File: config.mk
export PLATFORM = sky130hd
export DESIGN_NAME = q_action_select
export DESIGN_NICKNAME = d
export VERILOG_FILES = /design/src/rtl/q_action_select.sv
export SDC_FILE = /design/constraint.sdc
export NUM_CORES = 1
export LEC_CHECK = 0
export CAP_MARGIN = 15
export CORE_ASPECT_RATIO = 1.2
export CORE_UTILIZATION = 44
export DETAILED_ROUTE_END_ITERATION = 10
export PLACE_DENSITY = 0.77
export SYNTH_ARGS = -nofsm -noshare
export SYNTH_HDL_FRONTEND = slang
export SYNTH_SLANG_ARGS = --single-unit
File: constraint.sdc
create_clock -name clk -period 2 [get_ports clk]
set_input_delay 0.5 -clock clk [delete_from_list [all_inputs] [get_ports clk]]
set_output_delay 0.5 -clock clk [all_outputs]
set_load 0.01 [all_outputs]
File: src/rtl/q_action_select.sv
// q_action_select: sequential argmax over free board cells, fetching each Q-value over a req/ack port.
// Returns the lowest-index maximum; reports no_move when every cell is occupied.
module q_action_select #(
  parameter int QW     = 8,
  parameter int N_CELL = 9,
  parameter int IDXW   = 4
) (
  input  logic              clk,
  input  logic              rst_n,
  input  logic              i_start,
  input  logic [N_CELL-1:0] i_occ_mask,
  output logic              o_q_req,
  output logic [IDXW-1:0]   o_q_addr,
  input  logic              i_q_ack,
  input  logic [QW-1:0]     i_q_data,
  output logic              o_busy,
  output logic              o_done,
  output logic [IDXW-1:0]   o_best_idx,
  output logic [QW-1:0]     o_best_q,
  output logic              o_no_move
);
  typedef enum logic [1:0] {IDLE, SCAN, DONE} state_t;
  localparam logic [IDXW-1:0] LAST = IDXW'(N_CELL - 1);
  state_t              r_state, w_state_nx;
  logic [N_CELL-1:0]   r_mask;
  logic [IDXW-1:0]     r_idx;
  logic                r_have_best;
  logic [IDXW-1:0]     r_best_idx;
  logic [QW-1:0]       r_best_q;
  logic                r_no_move;
  logic                w_scan, w_free, w_adv, w_take, w_upd, w_hb_nx, w_last, w_accept;
  always_comb begin
    w_scan     = r_state == SCAN;
    w_free     = !r_mask[r_idx];
    w_last     = r_idx == LAST;
    w_accept   = r_state == IDLE && i_start;
    o_q_req    = w_scan && w_free;
    o_q_addr   = w_scan ? r_idx : '0;
    w_take     = o_q_req && i_q_ack;
    w_adv      = w_scan && (!w_free || i_q_ack);
    w_upd      = w_take && (!r_have_best || i_q_data > r_best_q);
    w_hb_nx    = r_have_best || w_take;
    w_state_nx = w_accept ? SCAN :
                 (w_adv && w_last) ? DONE :
                 (r_state == DONE) ? IDLE : r_state;
  end
  always_ff @(posedge clk or negedge rst_n)
    if (!rst_n) r_state <= IDLE;
    else        r_state <= w_state_nx;
  // Results are finalised on the SCAN->DONE edge so they are already valid while done is high.
  always_ff @(posedge clk or negedge rst_n) begin
    if (!rst_n) begin
      r_mask      <= '0;
      r_idx       <= '0;
      r_have_best <= 1'b0;
      r_best_idx  <= '0;
      r_best_q    <= '0;
      r_no_move   <= 1'b0;
    end else begin
      if (w_accept) begin
        r_mask      <= i_occ_mask;
        r_idx       <= '0;
        r_have_best <= 1'b0;
      end
      if (w_upd) begin
        r_best_q   <= i_q_data;
        r_best_idx <= r_idx;
      end
      if (w_take) r_have_best <= 1'b1;
      if (w_adv && !w_last) r_idx <= r_idx + 1'b1;
      if (w_adv && w_last) begin
        r_no_move <= !w_hb_nx;
        if (!w_hb_nx) begin
          r_best_idx <= '1;
          r_best_q   <= '0;
        end
      end
    end
  end
  assign o_busy     = r_state != IDLE;
  assign o_done     = r_state == DONE;
  assign o_best_idx = r_best_idx;
  assign o_best_q   = r_best_q;
  assign o_no_move  = r_no_move;
endmodule
==> Yosys cells after proc, flatten, opt, wreduce, memory -nomap -nowiden <==
Index checks and enable logic that the tools add are counted.
{ "totals": {"memories": 0, "latch_bits": 0, "inputBits": 21, "ramBits": 0, "elab_cells": 48, "reg_bits": 29, "out_inout_bits": 20, "romBits": 0} }
{ "classes": {"bitwise": 0, "n_shift": 0, "multipliers": 0, "n_reduce_logical": 19, "eq_ne": 3, "n_mux": 16, "add_sub_neg": 1, "div_mod_pow": 0, "n_lt_le_gt_ge": 2} }
{ "op_table": {"columns": ["cell", "count"], "rows": [
  ["4-bit two-way mux", 6],
  ["8-bit two-way mux", 3],
  ["8-bit greater-than comparator", 1],
  ["1-bit logical AND", 7],
  ["2-bit two-way mux", 3],
  ["2-bit nonzero test", 3],
  ["4-bit by 5-bit < comparator with 1-bit output, second input constant", 1],
  ["4-bit by 1-bit adder with 4-bit output, second input constant", 1],
  ["1-bit binary-select mux with 4-bit select", 1],
  ["4-bit equality test, second input constant", 1],
  ["1-bit logical NOT", 4],
  ["1-bit logical OR", 3],
  ["1-bit two-way mux", 3],
  ["3-bit nonzero test", 1],
  ["2-bit by 1-bit equality test with 1-bit output, second input constant", 1],
  ["2-bit equality test, second input constant", 1],
  ["2-bit logical NOT", 1]
]} }

==> Longest topological paths before layout <==
{ "depth": {"word_depth": 9, "depth_mapped": 9, "ltp_nobuf": 8} }

==> Least setup slack after synthesis <==
Ideal clock, no wire load.
{ "synth_timing": {"path_type": "input-to-reg", "from": "input i_q_data[6]", "to": "register r_best_idx[3], in the netlist o_best_idx[3]", "arrival_time_ps": 1913, "path_stages": 7, "required_ps": 1875, "setup_slack_ps": -38, "setup_ps": 125, "n_path_buf": 0, "cell_sequence": "ha_1 -> a21oi_1 -> nand2_1 -> a211o_1 -> o21ai_1 -> nor2_4 -> mux2_2"} }
{ "synth_between": {"elab_chain_cells": 6} }
{ "synth_lines": {"columns": ["element", "line_no", "rtl"], "rows": [
  ["from (decl)", "15", "input logic [QW-1:0] i_q_data,"],
  ["8-bit greater-than comparator *", "41", "w_upd = w_take && (!r_have_best || i_q_data > r_best_q);"],
  ["1-bit logical OR *", "41", null],
  ["1-bit logical AND *", "41", null],
  ["4-bit two-way mux *", "65", "if (w_upd) begin"],
  ["4-bit two-way mux", "73", "if (!w_hb_nx) begin"],
  ["4-bit two-way mux *", "71", "if (w_adv && w_last) begin"],
  ["to (signal assigned)", "67", "r_best_idx <= r_idx;"],
  ["to (decl)", "28", "logic [IDXW-1:0] r_best_idx;"]
]} }
Mark *: on every way between the ends. The rest lies on a longest branch, timed or not.
A chain may end at the register's enable or synchronous reset.

==> Worst setup path in the final report <==
{ "layout_timing": {"from": "register r_idx[0]", "to": "output o_q_req"} }
{ "layout_between": {"elab_chain_cells": 4} }
{ "layout_lines": {"columns": ["element", "line_no", "rtl"], "rows": [
  ["from (decl)", "26", "logic [IDXW-1:0] r_idx;"],
  ["from (signal assigned)", "70", "if (w_adv && !w_last) r_idx <= r_idx + 1'b1;"],
  ["1-bit binary-select mux with 4-bit select", "34", "w_free = !r_mask[r_idx];"],
  ["1-bit two-way mux (implied by the code)", "34", null],
  ["1-bit logical NOT", "34", null],
  ["1-bit logical AND", "37", "o_q_req = w_scan && w_free;"],
  ["to (decl)", "12", "output logic o_q_req,"]
]} }
Every way passes these cells. The select of a mux whose other input is x is not followed.

==> metrics.csv <==
metric,value,unit
status,finished with violations,
failed_checks,setup timing,
synthToLayoutAreaGrowth,53.0,%
rr_startpoint,r_idx[0],
cap_violations,0,
holdBufCountCts,0,
coreArea,3630,um^2
tightest_slew,0.467,ns
final_common_cell,nand2_1,
initial_core_util,46.1,%
period_share,109,%
cts_root_buffer,clkbuf_8,
fin_nets,287,
grt_overflow,0,
synth_top_cell_by_area,dfrtp_1,
clockBufferDepth,2,
syn_avg_cell_area,9.15,um^2
fin_skew,0.00455,ns
cts_buffers,5,
synthFlopType,dfrtp_1,
grt_pass1_wl,6840,um
ios,41,
report.final.slew_viol_count,0,
fp.dieArea,4060,um^2
hold_viol,0,
crit_start,r_idx[0],
synth-edff-count,0,
timing.hold.ws,0.476,ns
crit_fanout,2,
startpoint_type,flip-flop,
met2_usage,39.3,%
clk_latency,0.28,ns
clk_pin_slew,0.06,ns
wire_per_inst,13.5,um
synth.distinct_cells,38,
max-vdd-ir-drop,1.12,mV
layout-drive-gt1-share,26.5,%
ant_nets,0,
clock_sinks,29,
vias,1569,
syn_nets,214,
final_core_util,70.5,%
gr-usage-met1,24.5,%
ys.warnings.count,0,
crit_chain,mux4_2 -> nand2b_4 -> nand3_4 -> and3_4 -> buf_6,
rsz0062_at_grt,true,
hp-start,r_mask[4],
row_count,24,
worst_ep_arrival_time,1.67,ns
yosys_register_bits,29,
mostFrequentLayoutCells,"49 x nand2_1, 29 x dfrtp_1, 29 x buf_4",
place.gp.congestion,0.854,
nFillCells,269,
fmax,0.460,GHz
reg2reg_slack,0.04,ns
place_ws,-0.512,ns
grt_use_total,22.1,%
setup_viol,1,
drt_iter0_drc,73,
power_leakage,1.23,nW
top_usage_layer,met2,
cp_slowest_cell,mux4_2,
hpwlAfterDp,2940,um
cts_max_level,2,
synth_top_area_share,43.3,%
syn_inst,183,
async_flop_share,100,%
fin_ws,-0.174,ns
path_buf_inv,1,
max_stage_delay,0.51,ns
insertedDiodeCount,0,
io_buffer_count,40,
slew_headroom,68.9,%
grt_pass1_vias,1612,
antenna_found_initial,0,
grt_max_degree,30,
cp_top_family,multiplexers,
power,4.26,mW
post_layout_nonfiller_instances,309,
syn_area,1670,um^2
chipWidth,58.3,um
synth_area_leaders,"dfrtp_1 43%, nand2_1 11%, ha_1 7.5%",
vias_per_cell,5.08,
die_height,69.6,um
hp-class,flip-flop to flip-flop,
cts_tree,done,
wirelength,4180,um
p_per_area,1660,nW/um^2
met3_usage,5.22,%
ys_seq_area_share,43.3,%
drc,0,
dr.pass1.iters,4,
crit_required,1.50,ns
period_minus_slack,2.17,ns
crit_type,flip-flop to output port,
dp.cells,294,
endpoint_kind,output port,
[synth_stat cells, types with 2 or more instances]
cell type and instances:
nand4_1 3, nand3_1 9, ha_1 10, and2_1 4
o21a_1 3, nor2b_1 6, nand2b_1 2, o21ai_0 9
nor3_1 3, clkbuf_1 4, buf_2 2, inv_1 12
mux2i_1 5, nor2_1 3, a21oi_1 7, nand2_1 49
dfrtp_1 29, o21ai_1 3
[metal layers]
metal | part of all wire, % | wire (um) | vias to the layer above
met5 | 0 | 0 | -
met4 | 2.4 | 102 | 0
met3 | 4.4 | 182 | 11
met2 | 53 | 2220 | 49
met1 | 40 | 1670 | 741
li1 | - | - | 768
[area by class of cell]
class,instances,area [um^2],share of cell area [%]
repair buffers,73,656,25.6
multi-input cells,135,987,38.5
clock buffers,6,72.6,2.83
flip-flops and latches,29,726,28.3
well taps,52,65.1,2.54
inverters,12,45.0,1.76
clock inverters,2,10.0,0.391
[power by group]
| group | internal, mW | total, mW | switching [mW] |
|---|---|---|---|
| registers | 0.872 | 1.09 | 0.217 |
| clock network | 0.241 | 0.471 | 0.230 |
| logic | 1.45 | 2.70 | 1.25 |
[registers in the layout, summed over array words and instances (netlist names)]
| register | count |
|---|---|
| o_best_idx | 4 |
| r_idx | 4 |
| o_no_move | 1 |
| r_state | 2 |
| o_best_q | 8 |
| r_mask | 9 |
| r_have_best | 1 |
[repair_timing]
action	in CTS	in global routing
buffers inserted	4	3
pin swaps	11	7
gates resized for setup	27	22
setup endpoints to repair	18	17
gates cloned	1	0
[kinds of logic (layout without fill, tap and decap cells)]
family,after synthesis,after routing,share of synthesized area (%)
buffers and inverters,20,93,5.31
and+or+nand+nor,88,88,27.1
adders and majority gates,10,10,7.47
DFF,29,29,43.3
muxes,8,8,5.90
AOI/OAI and AO/OA,28,29,10.8
[worst min-delay path, stage by stage (launching register included)]
cell and delay [ns]:
dfrtp_1 0.34, nand2_1 0.05, nand2_1 0.05
[stage by stage]
| stage | area, um^2 | TNS (ns) |
|---|---|---|
| 2_1_floorplan | 1680 | 0 |
| 3_3_place_gp | 2300 | -5.22 |
| 4_1_cts | 2460 | -0.182 |
| 5_1_grt | 2560 | -0.314 |
| 3_5_place_dp | 2300 | -5.84 |
| 6_report | 2560 | -0.174 |
[worst paths after layout]
path	cells past startpoint	to
max in group asynchronous	2	r_idx[2]
setup / recovery	5	o_q_req
setup reg to reg	7	r_idx[2]
hold reg to reg	2	r_mask[4]
min in group asynchronous	2	o_best_q[2]
hold / removal	2	r_mask[4]
No activity file was read; power rests on OpenSTA's default activity.
==> patch 1 (config.mk and constraints unchanged) <==
The parameter `QW` goes from 8 to 10.
--- a/src/rtl/q_action_select.sv
+++ b/src/rtl/q_action_select.sv
@@ -1,7 +1,7 @@
 // q_action_select: sequential argmax over free board cells, fetching each Q-value over a req/ack port.
 // Returns the lowest-index maximum; reports no_move when every cell is occupied.
 module q_action_select #(
-  parameter int QW     = 8,
+  parameter int QW     = 10,
   parameter int N_CELL = 9,
   parameter int IDXW   = 4
 ) (
Ports: changed (resized i_q_data and o_best_q); port bits go from 41 to 45. No check against the original RTL was run, so the function may have changed too.
==> patch 1 against the original RTL <==
- the flow still finishes with violations (negative setup slack)
- total power down 4.5%
- area after synthesis up 5.5%
- critical endpoint unchanged
- register-to-register slack worse by 280 ps
- critical path depth down 1
- routed wire length down 5.0%
- setup slack worse by 120 ps
- cell area up 1.4%
- sequential cell count up 2
==> patch 1: results (changes against the original RTL) <==
synth.area.mux_share_pct: 12.05  # was 5.904%
synth-xor-area-share_pct: 0.4961  # was 0%
yosysSeqAreaShare_pct: 43.94  # was 43.35%
finClkSkew_ps: 6.075  # was 4.551 ps
p_leak_nw: 1.284  # was 1.228 nW
setup-tns-final_ps: -3442  # was -174.3 ps
cts_resized: 24  # was 27
ir_worst_vdd_v: 0.0007294  # was 0.001117 V
grt_usage_pct: 21.13  # was 22.12%
largest_reg_flops: 10  # was 9
clkLatencyLatePin_ps: 290
nets: 301  # was 287
layout-drive-gt1-share_pct: 20.75  # was 26.46%
synth.distinct_cells: 29  # was 38
routed_via_density: 4.890  # was 5.078
failed_checks: "negative setup slack"  # unchanged
grt_max_degree: 32  # was 30
hold_slack_ps: 473.1  # was 476.2 ps
worst_slack_ps: -298.1  # was -174.3 ps
diodes: 0  # unchanged
grt_pass1_wl_um: 6693  # was 6844 um
postCtsSetupRepairBufs: 2  # was 4
dp_hpwl_um: 2911  # was 2944 um
synth-adder-area-share_pct: 8.505  # was 7.474%
worstPathArrival_ps: 1800  # was 1670 ps
power.total_mw: 4.071  # was 4.262 mW
r2r_setup_slack_ps: -240  # was 40 ps
cpPeakStageDelay_ps: 540  # was 510 ps
p_sw_mw: 1.516  # was 1.701 mW
wl_per_cell_um: 12.53  # was 13.53 um
first_iter_violations: 51  # was 73
pwr-share-comb_pct: 60.7  # was 63.4%
cts_buffers: 5  # unchanged
syn_inst: 193  # was 183
reg2reg_to: "o_best_q[4]"  # was r_idx[2]
relSlewSlack_pct: 73.21  # was 68.89%
worstPathMaxFanout: 5  # was 2
ys_async_sr_fraction_pct: 100.0  # unchanged
synthTopCellsByCount: "nand2_1 (63), dfrtp_1 (31), inv_1 (17), mux2i_1 (16), ha_1 (12)"  # was nand2_1 (49), dfrtp_1 (29), inv_1 (12), ha_1 (10)
ff2ff_path_depth: 8  # was 7
hold_path.startpoint: "r_mask[5]"  # was r_mask[4]
syn-num-nets: 228  # was 214
fin_cells: 317  # was 309
pre_cts_slack_ps: -682.5  # was -512.4 ps
status: "complete, but fails checks"  # unchanged
place.gp.congestion: 0.7912  # was 0.8539
synth_compound_area_share_pct: 5.386  # was 10.84%
hold_end: "r_mask[5]"  # was r_mask[4]
ys_top_cells_by_area: "dfrtp_1 (44%), nand2_1 (13%), mux2i_1 (9.1%), ha_1 (8.5%), inv_1 (3.6%)"  # was dfrtp_1 (43%), nand2_1 (11%), ha_1 (7.5%), mux2i_1 (3.0%), nand3_1 (2.7%)
min_path_type: "reg2reg"  # unchanged
dp.cells: 308  # was 294
port_buffers: 44  # was 40
crit_start: "r_idx[1]"  # was r_idx[0]
place_area_um2: 2511  # was 2302 um^2
sequentialPower_mw: 1.15  # was 1.09 mW
setup_viol: 15  # was 1
patch 1: cell types whose count changed after synthesis, moves of 4 or more:
cell     change
inv_1        +5
mux2i_1     +11
nand2_1     +14
nand3_1      -4
nor2_1       +7
o21ai_0      -6
patch 1: metal layers:
metal	vias to the layer above	routed length, um	track usage, %
met2	41	2068	37.78
met5	-	0	0
li1	770	-	-
met4	0	58	6.977
met3	7	186	5.235
met1	732	1658	24.02
patch 1: layout make-up:
| class | instances | area (um^2) |
|---|---|---|
| Multi-Input combinational cell | 139 | 979.7 |
| Tap cell | 52 | 65.06 |
| Fill cell | 331 | 1127 |
| Clock buffer | 6 | 72.57 |
| Sequential cell | 31 | 777.0 |
| Inverter | 17 | 63.81 |
| Timing Repair Buffer | 72 | 638.1 |
==> patch 2 (same settings) <==
Made on the original files. Re-encode `state_t` (3 states) as one-hot, 3 bits wide.
--- a/src/rtl/q_action_select.sv
+++ b/src/rtl/q_action_select.sv
@@ -19,7 +19,7 @@
   output logic [QW-1:0]     o_best_q,
   output logic              o_no_move
 );
-  typedef enum logic [1:0] {IDLE, SCAN, DONE} state_t;
+  typedef enum logic [2:0] {IDLE = 3'b001, SCAN = 3'b010, DONE = 3'b100} state_t;
   localparam logic [IDXW-1:0] LAST = IDXW'(N_CELL - 1);
   state_t              r_state, w_state_nx;
   logic [N_CELL-1:0]   r_mask;
Behaviour: no difference found for any inputs over 10 cycles, from zero or initial values and one cycle with rst_n low; not proved beyond that.
==> patch 2 against the original RTL <==
- the run still ends with negative setup slack left
- area after synthesis up 2.3%
- cell area up 0.49%
- clock skew up 4.6 ps
- routed wire length down 1.6%
- sequential cell count up 1
- cell count down 9.1%
- die area up 2.2%
- critical path type unchanged
- setup slack better by 13 ps
- critical endpoint unchanged
- worst hold slack better by 27 ps
- total power down 0.90%
- largest power group unchanged
==> patch 2: results (changes against the original RTL) <==
synthTopCellsByCount: "dfrtp_1 (29), nor2_1 (18), inv_1 (16), nand2_1 (13), mux2_2 (11)"  # was nand2_1 (49), dfrtp_1 (29), inv_1 (12), ha_1 (10)
postCtsSetupRepairBufs: 2  # was 4
synth.area.mux_share_pct: 18.19  # was 5.904%
met3_usage_pct: 6.481  # was 5.224%
wl_met3_um: 201  # was 182 um
pwr-share-comb_pct: 62.4  # was 63.4%
worst_slack_ps: -161.8  # was -174.3 ps
buffers: 68  # was 73
routed_via_density: 5.160  # was 5.078
setup_viol: 13  # was 1
swShare_pct: 37.47  # was 39.92%
use_met2_pct: 39.27  # was 39.34%
grtUsageMet1_pct: 20.69  # was 24.54%
failed_checks: "negative setup slack"  # unchanged
grt_pass1_wl_um: 6417  # was 6844 um
pre_cts_slack_ps: -535.4  # was -512.4 ps
ir_worst_vdd_v: 0.0006886  # was 0.001117 V
finClkSkew_ps: 9.117  # was 4.551 ps
nFillCells: 284  # was 269
powerComb_mw: 2.64  # was 2.70 mW
synth_compound_area_share_pct: 9.861  # was 10.84%
status: "complete, but fails checks"  # unchanged
dr_wl_met2_um: 2298  # was 2222 um
clockNetworkAreaShare_pct: 3.209  # was 3.224%
first_iter_violations: 42  # was 73
place_area_um2: 2313  # was 2302 um^2
synth-adder-area-share_pct: 7.305  # was 7.474%
multi_input_gates: 107  # was 135
cpPeakStageDelay_ps: 530  # was 510 ps
p_leak_nw: 1.252  # was 1.228 nW
==> patch 2: cell types whose count changed after synthesis, moves of 3 or more <==
cell,unedited run,this run
nor2b_1,6,2
mux2_4,1,5
o21a_1,3,0
mux2i_1,5,9
nand2_1,49,13
nand3_1,9,3
o21ai_0,9,5
o21ai_1,3,0
inv_1,12,16
mux2_2,1,11
and2_1,4,0
nor2_1,3,18
==> patch 2: per-stage QoR <==
stage,instances,hold slack (ps)
after floorplan,158,204.4
after global placement,268,486.7
after detailed placement,268,492.1
after CTS,278,505.9
after global routing,281,524.1
final,281,502.8
==> patch 2: worst paths after layout <==
path / from / endpoint / slack [ps] / depth (start not counted)
max: r_idx[0] / o_q_req / -160 / 4
min reg2reg: r_mask[6] / r_mask[6] / 500 / 1
min in group asynchronous: rst_n / o_best_idx[3] / 600 / 2
min: r_mask[6] / r_mask[6] / 500 / 1
max in group asynchronous: rst_n / r_state[0] / 1060 / 2
max reg2reg: r_idx[0] / o_best_q[1] / -110 / 7
